[src/rtl/decoder_scan_sequencer.sv]
// ---------------------------------------------------------------------------
// decoder_scan_sequencer
//
// Purpose:
//   Produces the select/enable pair for a one-hot decoder_nbit stage. The
//   index steps 0 .. 2**N-1. Each index is held with enable high for a
//   programmable number of cycles (the dwell). A single enable-low cycle
//   separates adjacent indices, so the decoder never shows two different
//   one-hot lines back to back. Scanning is either a single pass or
//   continuous, and a scan can be aborted at any time.
//
// Parameters:
//   N          index width; the scan covers 2**N indices
//   DWELL_W    width of the dwell input and of the internal dwell counter
//
// Ports:
//   clk        rising-edge clock
//   reset      synchronous, active-high reset
//   start      level-sampled request to begin a scan (ignored while busy)
//   stop       abort; beats start and normal sequencing
//   continuous latched at start: 1 = wrap forever, 0 = single pass
//   dwell      enable-high cycles per index, latched at start (0 acts as 1)
//   a          registered index to the decoder
//   enable     registered enable to the decoder
//   busy       high while scanning (SCAN or BLANK)
//   done       one-cycle pulse when a single pass finishes normally
// ---------------------------------------------------------------------------
module decoder_scan_sequencer #(
    parameter int N       = 3,
    parameter int DWELL_W = 8
) (
    input  logic               clk,
    input  logic               reset,
    input  logic               start,
    input  logic               stop,
    input  logic               continuous,
    input  logic [DWELL_W-1:0] dwell,
    output logic [N-1:0]       a,
    output logic               enable,
    output logic               busy,
    output logic               done
);

    typedef enum logic [1:0] {
        IDLE  = 2'd0,
        SCAN  = 2'd1,
        BLANK = 2'd2
    } state_t;

    localparam logic [N-1:0]       LAST_INDEX = {N{1'b1}};
    localparam logic [N-1:0]       INDEX_ONE  = N'(1);
    localparam logic [DWELL_W-1:0] DWELL_ONE  = DWELL_W'(1);

    state_t             state;
    state_t             state_next;

    // Scan settings captured when a start is accepted.
    logic               cont_latched;
    logic               cont_next;
    logic [DWELL_W-1:0] dwell_latched;
    logic [DWELL_W-1:0] dwell_latched_next;

    // Remaining SCAN cycles for the current index, minus one.
    logic [DWELL_W-1:0] count;
    logic [DWELL_W-1:0] count_next;

    logic [N-1:0]       a_next;
    logic               enable_next;
    logic               busy_next;
    logic               done_next;

    // A dwell of zero would otherwise mean "no enable cycles at all"; the
    // sequencer treats it as the minimum useful dwell of one cycle.
    logic [DWELL_W-1:0] dwell_effective;

    assign dwell_effective = (dwell == '0) ? DWELL_ONE : dwell;

    // Every output is a flop. The combinational block below works out what
    // each flop should hold next, so nothing here ever combines an input
    // straight onto an output.
    always_ff @(posedge clk) begin
        if (reset) begin
            state         <= IDLE;
            a             <= '0;
            enable        <= 1'b0;
            busy          <= 1'b0;
            done          <= 1'b0;
            count         <= '0;
            cont_latched  <= 1'b0;
            dwell_latched <= DWELL_ONE;
        end else begin
            state         <= state_next;
            a             <= a_next;
            enable        <= enable_next;
            busy          <= busy_next;
            done          <= done_next;
            count         <= count_next;
            cont_latched  <= cont_next;
            dwell_latched <= dwell_latched_next;
        end
    end

    // Next-state and next-output logic. Everything defaults to holding its
    // value, and done defaults low so it can only ever be a one-cycle pulse.
    // Stop is applied last so it overrides whatever the normal sequencing
    // chose.
    always_comb begin
        state_next         = state;
        a_next             = a;
        enable_next        = enable;
        busy_next          = busy;
        done_next          = 1'b0;
        count_next         = count;
        cont_next          = cont_latched;
        dwell_latched_next = dwell_latched;

        case (state)
            IDLE: begin
                a_next      = '0;
                enable_next = 1'b0;
                busy_next   = 1'b0;
                if (start && !stop) begin
                    cont_next          = continuous;
                    dwell_latched_next = dwell_effective;
                    count_next         = dwell_effective - DWELL_ONE;
                    state_next         = SCAN;
                    a_next             = '0;
                    enable_next        = 1'b1;
                    busy_next          = 1'b1;
                end
            end

            // Hold the index with enable high. When the counter reaches
            // zero, this is the last enable cycle for the index. The counter
            // stays at zero for the blank cycle, so it never wraps below
            // zero.
            SCAN: begin
                if (count == '0) begin
                    state_next  = BLANK;
                    enable_next = 1'b0;
                end else begin
                    count_next = count - DWELL_ONE;
                end
            end

            // One enable-low cycle. From here the index advances, wraps,
            // or the pass ends.
            BLANK: begin
                if (a != LAST_INDEX) begin
                    state_next  = SCAN;
                    a_next      = a + INDEX_ONE;
                    enable_next = 1'b1;
                    count_next  = dwell_latched - DWELL_ONE;
                end else if (cont_latched) begin
                    state_next  = SCAN;
                    a_next      = '0;
                    enable_next = 1'b1;
                    count_next  = dwell_latched - DWELL_ONE;
                end else begin
                    state_next  = IDLE;
                    a_next      = '0;
                    enable_next = 1'b0;
                    busy_next   = 1'b0;
                    done_next   = 1'b1;
                    count_next  = '0;
                end
            end

            default: begin
                state_next  = IDLE;
                a_next      = '0;
                enable_next = 1'b0;
                busy_next   = 1'b0;
                count_next  = '0;
            end
        endcase

        // An abort drops back to IDLE cleanly and raises no done.
        if (stop && (state != IDLE)) begin
            state_next  = IDLE;
            a_next      = '0;
            enable_next = 1'b0;
            busy_next   = 1'b0;
            done_next   = 1'b0;
            count_next  = '0;
        end
    end

endmodule
[config.mk]
export PLATFORM = sky130hd
export DESIGN_NAME = decoder_scan_sequencer
export DESIGN_NICKNAME = d
export VERILOG_FILES = /design/src/rtl/decoder_scan_sequencer.sv
export SDC_FILE = /design/constraint.sdc
export NUM_CORES = 1
export LEC_CHECK = 0
export BUFFER_PORTS_ARGS = -buffer_cell sky130_fd_sc_hd__buf_2
export CAP_MARGIN = 20
export CORE_AREA = 3 3 66 68
export CTS_CLUSTER_SIZE = 28
export DETAILED_ROUTE_END_ITERATION = 16
export DIE_AREA = 0 0 69 71
export SETUP_SLACK_MARGIN = 0.15
export SLEW_MARGIN = 30
export SYNTH_ARGS = -nofsm -noshare
export SYNTH_HDL_FRONTEND = slang
export SYNTH_SLANG_ARGS = --single-unit
[constraint.sdc]
create_clock -name clk -period 4.8 [get_ports clk]
set_clock_uncertainty 0.2 [all_clocks]
set_input_delay 0.72 -clock clk [delete_from_list [all_inputs] [get_ports clk]]
set_output_delay 0.72 -clock clk [all_outputs]
set_load 0.02 [all_outputs]
==> impl_metrics.prom, run 1 <==
# TYPE chip_impl_metric gauge
chip_impl_info{name="run_status",value="finished clean"} 1
chip_impl_metric{name="timing.final.setup_violations",unit=""} 0
chip_impl_metric{name="clock_sinks",unit=""} 25
chip_impl_metric{name="die_x",unit="um"} 69
chip_impl_metric{name="clk_pin_slew",unit="ps"} 90
chip_impl_metric{name="ys_warn_count",unit=""} 0
chip_impl_metric{name="wirelength",unit="um"} 3794
chip_impl_metric{name="final.period_utilization",unit="%"} 63.97
chip_impl_metric{name="n_fill_cell",unit=""} 439
chip_impl_metric{name="grt_first_pass_wirelength",unit="um"} 6251
chip_impl_metric{name="via_count",unit=""} 1398
chip_impl_metric{name="overflow",unit=""} 0
chip_impl_metric{name="cell_area_power_density",unit="mW/mm^2"} 345.8
chip_impl_info{name="yosys-top-cells-area",value="dfxtp_1, nand2_1, a21oi_1"} 1
chip_impl_metric{name="area_delta_synth_final",unit="%"} 11.02
chip_impl_metric{name="dpl.hpwl",unit="um"} 2892
chip_impl_metric{name="synth-compound-area-share",unit="%"} 22.29
chip_impl_metric{name="synth.yosys.seq_area_share",unit="%"} 33.14
chip_impl_metric{name="ys_seq_elements",unit=""} 25
chip_impl_metric{name="crit_required",unit="ps"} 4810
chip_impl_metric{name="synthCells",unit=""} 184
chip_impl_metric{name="setup_tns",unit="ps"} 0
chip_impl_metric{name="place_congestion",unit=""} 0.9039
chip_impl_metric{name="ctsHoldBuffers",unit=""} 0
chip_impl_metric{name="buffer_ports.inserted",unit=""} 18
chip_impl_metric{name="yosysTopAreaCellShare",unit="%"} 33.14
chip_impl_metric{name="max-vdd-ir-drop",unit="mV"} 0.1597
chip_impl_metric{name="max_cap_viol_count",unit=""} 0
chip_impl_metric{name="finalHoldViolations",unit=""} 0
chip_impl_info{name="largest_family_of_logic_cells_by_synthesized_area",value="simple AND/OR/NAND/NOR gates"} 1
chip_impl_metric{name="post_synth_fa_ha_maj_area_fraction",unit="%"} 3.314
chip_impl_metric{name="power.static_leakage",unit="nW"} 0.6524
chip_impl_metric{name="cts_max_path_buffers",unit=""} 2
chip_impl_metric{name="post_cts.resized_instances",unit=""} 0
chip_impl_metric{name="final_net_count",unit=""} 216
chip_impl_info{name="tritoncts",value="built"} 1
chip_impl_metric{name="drcViolationCount",unit=""} 0
chip_impl_metric{name="postSynthNetCount",unit=""} 201
chip_impl_metric{name="first_iter_violations",unit=""} 68
chip_impl_metric{name="synth_edf_count",unit=""} 0
chip_impl_info{name="worst_setup_path_start_kind",value="input port"} 1
chip_impl_metric{name="maxSlewViolCount",unit=""} 0
chip_impl_metric{name="synth.avg_cell_area",unit="sq um"} 8.208
chip_impl_metric{name="crit_path_max_fanout",unit=""} 6
chip_impl_metric{name="grt_use_total",unit="%"} 15.82
chip_impl_metric{name="initial_utilization",unit="%"} 38.59
chip_impl_metric{name="synth.area.mux_share",unit="%"} 5.468
chip_impl_metric{name="floorplan.rows",unit=""} 23
chip_impl_metric{name="finalCriticalPeriod",unit="ps"} 3070
chip_impl_metric{name="route.antenna.remaining_nets",unit=""} 0
chip_impl_metric{name="drive_gt1_share",unit="%"} 18.69
chip_impl_info{name="timing_worst_setup_path_type",value="in2reg"} 1
chip_impl_info{name="cts_root_buf",value="clkbuf_8"} 1
chip_impl_metric{name="final.hold.worst_slack",unit="ps"} 274.9
chip_impl_info{name="hold_path_class",value="reg2reg"} 1
chip_impl_metric{name="worstSkewPairLatency",unit="ps"} 270
chip_impl_metric{name="wire_per_inst",unit="um"} 15.30
chip_impl_info{name="dominantRegCellSynth",value="dfxtp_1"} 1
chip_impl_metric{name="first_global_vias",unit=""} 1315
chip_impl_info{name="synth_top_area_cell",value="dfxtp_1"} 1
chip_impl_metric{name="diodes",unit=""} 0
chip_impl_metric{name="floorplan.die_area",unit="sq mm"} 0.004899
chip_impl_metric{name="io_pins",unit=""} 19
chip_impl_metric{name="fp.dieH",unit="um"} 71
chip_impl_metric{name="synth_simple_gate_area_share",unit="%"} 27.75
chip_impl_metric{name="antenna_found_initial",unit=""} 0
chip_impl_metric{name="timing.max_slew.rel_slack",unit="%"} 43.36
chip_impl_metric{name="ys_types",unit=""} 48
chip_impl_metric{name="core_area",unit="sq mm"} 0.003914
chip_impl_info{name="timing.critical_path.to_type",value="flop"} 1
chip_impl_metric{name="avgViaCountPerCell",unit=""} 5.637
chip_impl_metric{name="postCtsSetupBuffers",unit=""} 0
chip_impl_metric{name="timing.critical_path.arrival",unit="ps"} 3080
chip_impl_metric{name="syn-cell-area",unit="sq mm"} 0.001510
chip_impl_metric{name="grt_max_degree",unit=""} 16
chip_impl_metric{name="async_sr_flop_fraction",unit="%"} 0
chip_impl_metric{name="worstMarginPinSlew",unit="ps"} 847.8
chip_impl_metric{name="detailed_routing_iteration_count_for_the_pre_antenna_repair_pass",unit=""} 4
chip_impl_metric{name="synthXorXnorAreaFrac",unit="%"} 5.220
chip_impl_info{name="layout.cells.most_common_list",value="nand2_1, dfxtp_1, buf_2, a21oi_1, nor2_1"} 1
chip_impl_metric{name="achievable-frequency",unit="MHz"} 325.7
chip_impl_info{name="grt_setup_unrepaired",value="false"} 1
chip_impl_metric{name="cts-htree-levels",unit=""} 1
chip_impl_metric{name="numCtsBuffers",unit=""} 3
synth_stat cells (2+ instances only):
library cell and instances:
o221a_2 2, nor3_1 10, nor2b_1 3, xnor2_1 4, nor3b_1 2, or3_2 2
or2_2 2, o21ai_0 4, a31oi_1 2, ha_1 4, inv_1 3, o31ai_1 4
or3_4 2, or4b_2 2, xor2_1 5, a21oi_1 17, nand3_1 2, or4_1 3
nand2b_1 3, nor2_1 14, clkbuf_1 7, nor4_1 2, mux2i_1 6, and2_1 2
nand2_1 25, o21a_1 2, dfxtp_1 25, a211oi_1 2, a22oi_1 4
layer usage:
layer	share of wire (%)	GRT usage, %	wire, um	up-vias
met5	0	0	0	-
met4	2.2	7.809	85	0
met3	3.9	2.273	149	9
met2	46	25.32	1744	25
met1	48	20.87	1814	660
li1	-	-	-	704
path summary, 6_finish.rpt:
kind                                               startpoint                       endpoint  slack (ps)  depth (start not counted)
worst max-delay path                                 dwell[3]          count[4]$_SDFFE_PP0P_        1730                         12
worst min-delay path            dwell_latched[7]$_SDFFE_PP0P_  dwell_latched[7]$_SDFFE_PP0P_         270                          2
worst max register to register          state[0]$_SDFFE_PP0P_          count[4]$_SDFFE_PP0P_        1870                          8
worst min register to register  dwell_latched[7]$_SDFFE_PP0P_  dwell_latched[7]$_SDFFE_PP0P_         270                          2
worst max-delay path, stage by stage:
cell,delay (ps)
buf_2,130
or4_1,540
nor4_1,260
nor2_1,90
nand2_1,70
o21ai_0,100
ha_1,250
nor3b_1,160
xor2_1,130
mux2i_1,80
or3_2,420
a21oi_1,120
cell type report:
type	count	area, sq um	share of cell area (%)
Multi-Input combinational cell	148	967.2	57.69
Clock buffer	4	45.04	2.687
Timing Repair Buffer	18	90.09	5.373
Sequential cell	25	500.5	29.85
Tap cell	50	62.56	3.731
Inverter	3	11.26	0.6716
power by group:
group	internal, mW	leakage (nW)	switching [mW]	total, mW
Clock	0.0596	0.0228	0.0700	0.130
Sequential	0.227	0.204	0.0275	0.255
Combinational	0.0881	0.426	0.107	0.196
flip-flops by register name, summed over array words and instances (netlist names):
| signal | cells |
|---|---|
| dwell_latched | 8 |
| count | 8 |
| busy | 1 |
| cont_latched | 1 |
| a | 3 |
| enable | 1 |
| state | 2 |
| done | 1 |
cells by family after synthesis:
family,after synthesis
simple gates,79
compound gates,49
flops,25
buf+inv,11
xor+xnor,9
mux,7
fa+ha+maj,4
through the flow:
| step | cells | area (sq um) | total power [mW] | utilization (%) | setup WS (ps) |
|---|---|---|---|---|---|
| global placement | 244 | 1632 | 0.4550 | 41.69 | 1490 |
| finish | 248 | 1677 | 0.5798 | 42.84 | 1730 |
| global route | 248 | 1677 | 0.6170 | 42.84 | 1562 |
| detailed placement | 244 | 1632 | 0.4538 | 41.69 | 1433 |
| floorplan | 184 | 1510 | 0.4060 | - | 1741 |
| CTS | 248 | 1677 | 0.5848 | 42.84 | 1731 |
Note: power is estimated with default switching activity, not from simulation.
==> inputs of run 2 (changes only) <==
==> constraint.sdc (replaced) <==
create_clock -name clk -period 3.11 [get_ports clk]
set_clock_uncertainty 0.2 [all_clocks]
set_input_delay 0.4665 -clock clk [delete_from_list [all_inputs] [get_ports clk]]
set_output_delay 0.4665 -clock clk [all_outputs]
set_load 0.02 [all_outputs]
==> run 2 against run 1 <==
  * Final cell count rose by 2.4%
  * First-iteration DRC count fell by 49%
  * Critical path depth did not move
  * Sequential power rose by 51%
  * Flip-flop and latch count did not move
  * Wire length rose by 6.0%
  * Largest power group unchanged
==> impl_metrics.prom, run 2 (synthesized netlist as in run 1, its figures left out) <==
# TYPE chip_impl_metric gauge
chip_impl_metric{name="ctsHoldBuffers",unit=""} 0
chip_impl_metric{name="first_global_vias",unit=""} 1319
chip_impl_metric{name="route.antenna.remaining_nets",unit=""} 0
chip_impl_metric{name="final.period_utilization",unit="%"} 87.25
chip_impl_metric{name="core_area",unit="sq mm"} 0.003914
chip_impl_info{name="setup.worst_path.start",value="dwell[4]"} 1
chip_impl_metric{name="timing.max_slew.rel_slack",unit="%"} 62.36
chip_impl_metric{name="initial_utilization",unit="%"} 38.59
chip_impl_metric{name="die_x",unit="um"} 69
chip_impl_metric{name="crit_path_max_fanout",unit=""} 4
chip_impl_metric{name="numCtsBuffers",unit=""} 3
chip_impl_metric{name="grt_use_total",unit="%"} 17.12
chip_impl_metric{name="worstSkewPairLatency",unit="ps"} 290
chip_impl_metric{name="floorplan.rows",unit=""} 23
chip_impl_metric{name="first_iter_violations",unit=""} 35
chip_impl_metric{name="buffer_ports.inserted",unit=""} 18
chip_impl_info{name="crit_path_cell_trace",value="buf_2 -> or4_1 -> nor4_1 -> nor2_1 -> nand2_1 -> o21ai_0 -> ha_1 -> nor3b_1 -> xor2_1 -> mux2i_1 -> or3_2 -> a21oi_1"} 1
chip_impl_metric{name="max-vdd-ir-drop",unit="mV"} 0.2110
chip_impl_info{name="grt_setup_unrepaired",value="false"} 1
chip_impl_metric{name="fp.dieH",unit="um"} 71
chip_impl_metric{name="finalHoldViolations",unit=""} 0
chip_impl_metric{name="layout.core_utilization",unit="%"} 44.02
chip_impl_metric{name="antenna_found_initial",unit=""} 0
chip_impl_info{name="cts_root_buf",value="clkbuf_8"} 1
chip_impl_metric{name="post_cts.resized_instances",unit=""} 0
chip_impl_metric{name="cts_max_path_buffers",unit=""} 2
chip_impl_info{name="reg2reg_from",value="state[1]$_SDFFE_PP0P_"} 1
chip_impl_metric{name="grt_max_degree",unit=""} 16
chip_impl_metric{name="avgViaCountPerCell",unit=""} 5.583
chip_impl_info{name="layout.cells.most_common_list",value="nand2_1, dfxtp_1, buf_2, a21oi_1, nor2_1"} 1
chip_impl_metric{name="timing.final.setup_violations",unit=""} 0
chip_impl_metric{name="floorplan.die_area",unit="sq mm"} 0.004899
chip_impl_metric{name="drcViolationCount",unit=""} 0
chip_impl_info{name="worst_path_max_delay_cell",value="or4_1"} 1
chip_impl_metric{name="finalCriticalPeriod",unit="ps"} 2714
chip_impl_metric{name="cell_area_power_density",unit="mW/mm^2"} 534.5
chip_impl_metric{name="detailed_routing_iteration_count_for_the_pre_antenna_repair_pass",unit=""} 4
chip_impl_metric{name="worstMarginPinSlew",unit="ps"} 563.5
chip_impl_metric{name="postCtsSetupBuffers",unit=""} 0
chip_impl_metric{name="maxSlewViolCount",unit=""} 0
chip_impl_metric{name="setup_tns",unit="ps"} 0
chip_impl_metric{name="diodes",unit=""} 0
chip_impl_metric{name="max_cap_viol_count",unit=""} 0
chip_impl_info{name="timing_worst_setup_path_type",value="in2reg"} 1
chip_impl_metric{name="io_pins",unit=""} 19
chip_impl_metric{name="overflow",unit=""} 0
chip_impl_metric{name="final_net_count",unit=""} 222
chip_impl_info{name="tritoncts",value="built"} 1
chip_impl_metric{name="clock_sinks",unit=""} 25
chip_impl_metric{name="drive_gt1_share",unit="%"} 21.57
chip_impl_metric{name="place_congestion",unit=""} 0.9149
chip_impl_info{name="top_regs",value="count x8, dwell_latched x8, a x3"} 1
chip_impl_metric{name="crit_path_max_incr_delay",unit="ps"} 520
chip_impl_metric{name="wire_per_inst",unit="um"} 15.84
chip_impl_info{name="timing.critical_path.to_type",value="flop"} 1
chip_impl_metric{name="crit_required",unit="ps"} 3120
chip_impl_metric{name="power.static_leakage",unit="nW"} 0.6854
chip_impl_info{name="run_status",value="finished clean"} 1
chip_impl_metric{name="dpl.hpwl",unit="um"} 3036
chip_impl_metric{name="cts-htree-levels",unit=""} 1
chip_impl_metric{name="finalWorstSetupSlack",unit="ps"} 396.5
chip_impl_metric{name="wirelength",unit="um"} 4023
chip_impl_metric{name="achievable-frequency",unit="MHz"} 368.5
chip_impl_info{name="worst_setup_path_start_kind",value="input port"} 1
chip_impl_info{name="hold_path_class",value="in2reg"} 1
chip_impl_metric{name="grt_first_pass_wirelength",unit="um"} 6803
chip_impl_metric{name="via_count",unit=""} 1418
chip_impl_metric{name="timing.critical_path.arrival",unit="ps"} 2720
chip_impl_metric{name="clk_pin_slew",unit="ps"} 100
chip_impl_info{name="min-delay-start",value="continuous"} 1
chip_impl_metric{name="area_delta_synth_final",unit="%"} 14.08
chip_impl_metric{name="pre_cts_ws",unit="ps"} 93.12
==> run 2: worst max-delay path, delay by kind of cell <==
family | cells | cell delay [ps]
adders and majority gates | 1 | 200
and+or+nand+nor | 6 | 1510
buffers and inverters | 1 | 130
muxes | 1 | 80
xor gates and xnor gates | 1 | 130
AOI/OAI and AO/OA | 2 | 210
==> run 2: metrics by stage <==
step	instance area, sq um	power [mW]	hold WS [ps]	cells
CTS	1723	0.9183	222.8	254
floorplan	1510	0.6266	231.2	184
finish	1723	0.9208	215.9	254
detailed placement	1677	0.7154	263.0	250
global route	1723	0.9612	245.6	254
global placement	1677	0.7163	260.0	250
==> run 2: path summary, 6_finish.rpt <==
check,end,slack [ps],cells past startpoint
max,count[4]$_SDFFE_PP0P_,400,12
min,cont_latched$_SDFFE_PP0P_,220,3
max reg2reg,count[4]$_SDFFE_PP0P_,820,8
min reg2reg,dwell_latched[7]$_SDFFE_PP0P_,280,2
==> run 2: area by class of cell <==
type / instances / area [sq um]
multi-input combinational: 148 / 967.2
timing repair buffer: 24 / 135.1
sequential: 25 / 500.5
clock inverter: 1 / 5.005
inverter: 3 / 11.26
tap: 50 / 62.56
fill: 429 / 2191
clock buffer: 3 / 41.29
==> run 2: metal layers <==
layer	vias to the layer above	track usage [%]	share of wire (%)
met4	0	5.206	1.2
met5	-	0	0
met2	36	28.92	48
li1	717	-	-
met3	5	2.273	4.7
met1	660	22.76	46
==> run 2: power by group <==
| group | internal (mW) | switching, mW |
|---|---|---|
| sequential | 0.351 | 0.0339 |
| combinational | 0.147 | 0.179 |
| clock | 0.0902 | 0.119 |
| total | 0.588 | 0.333 |
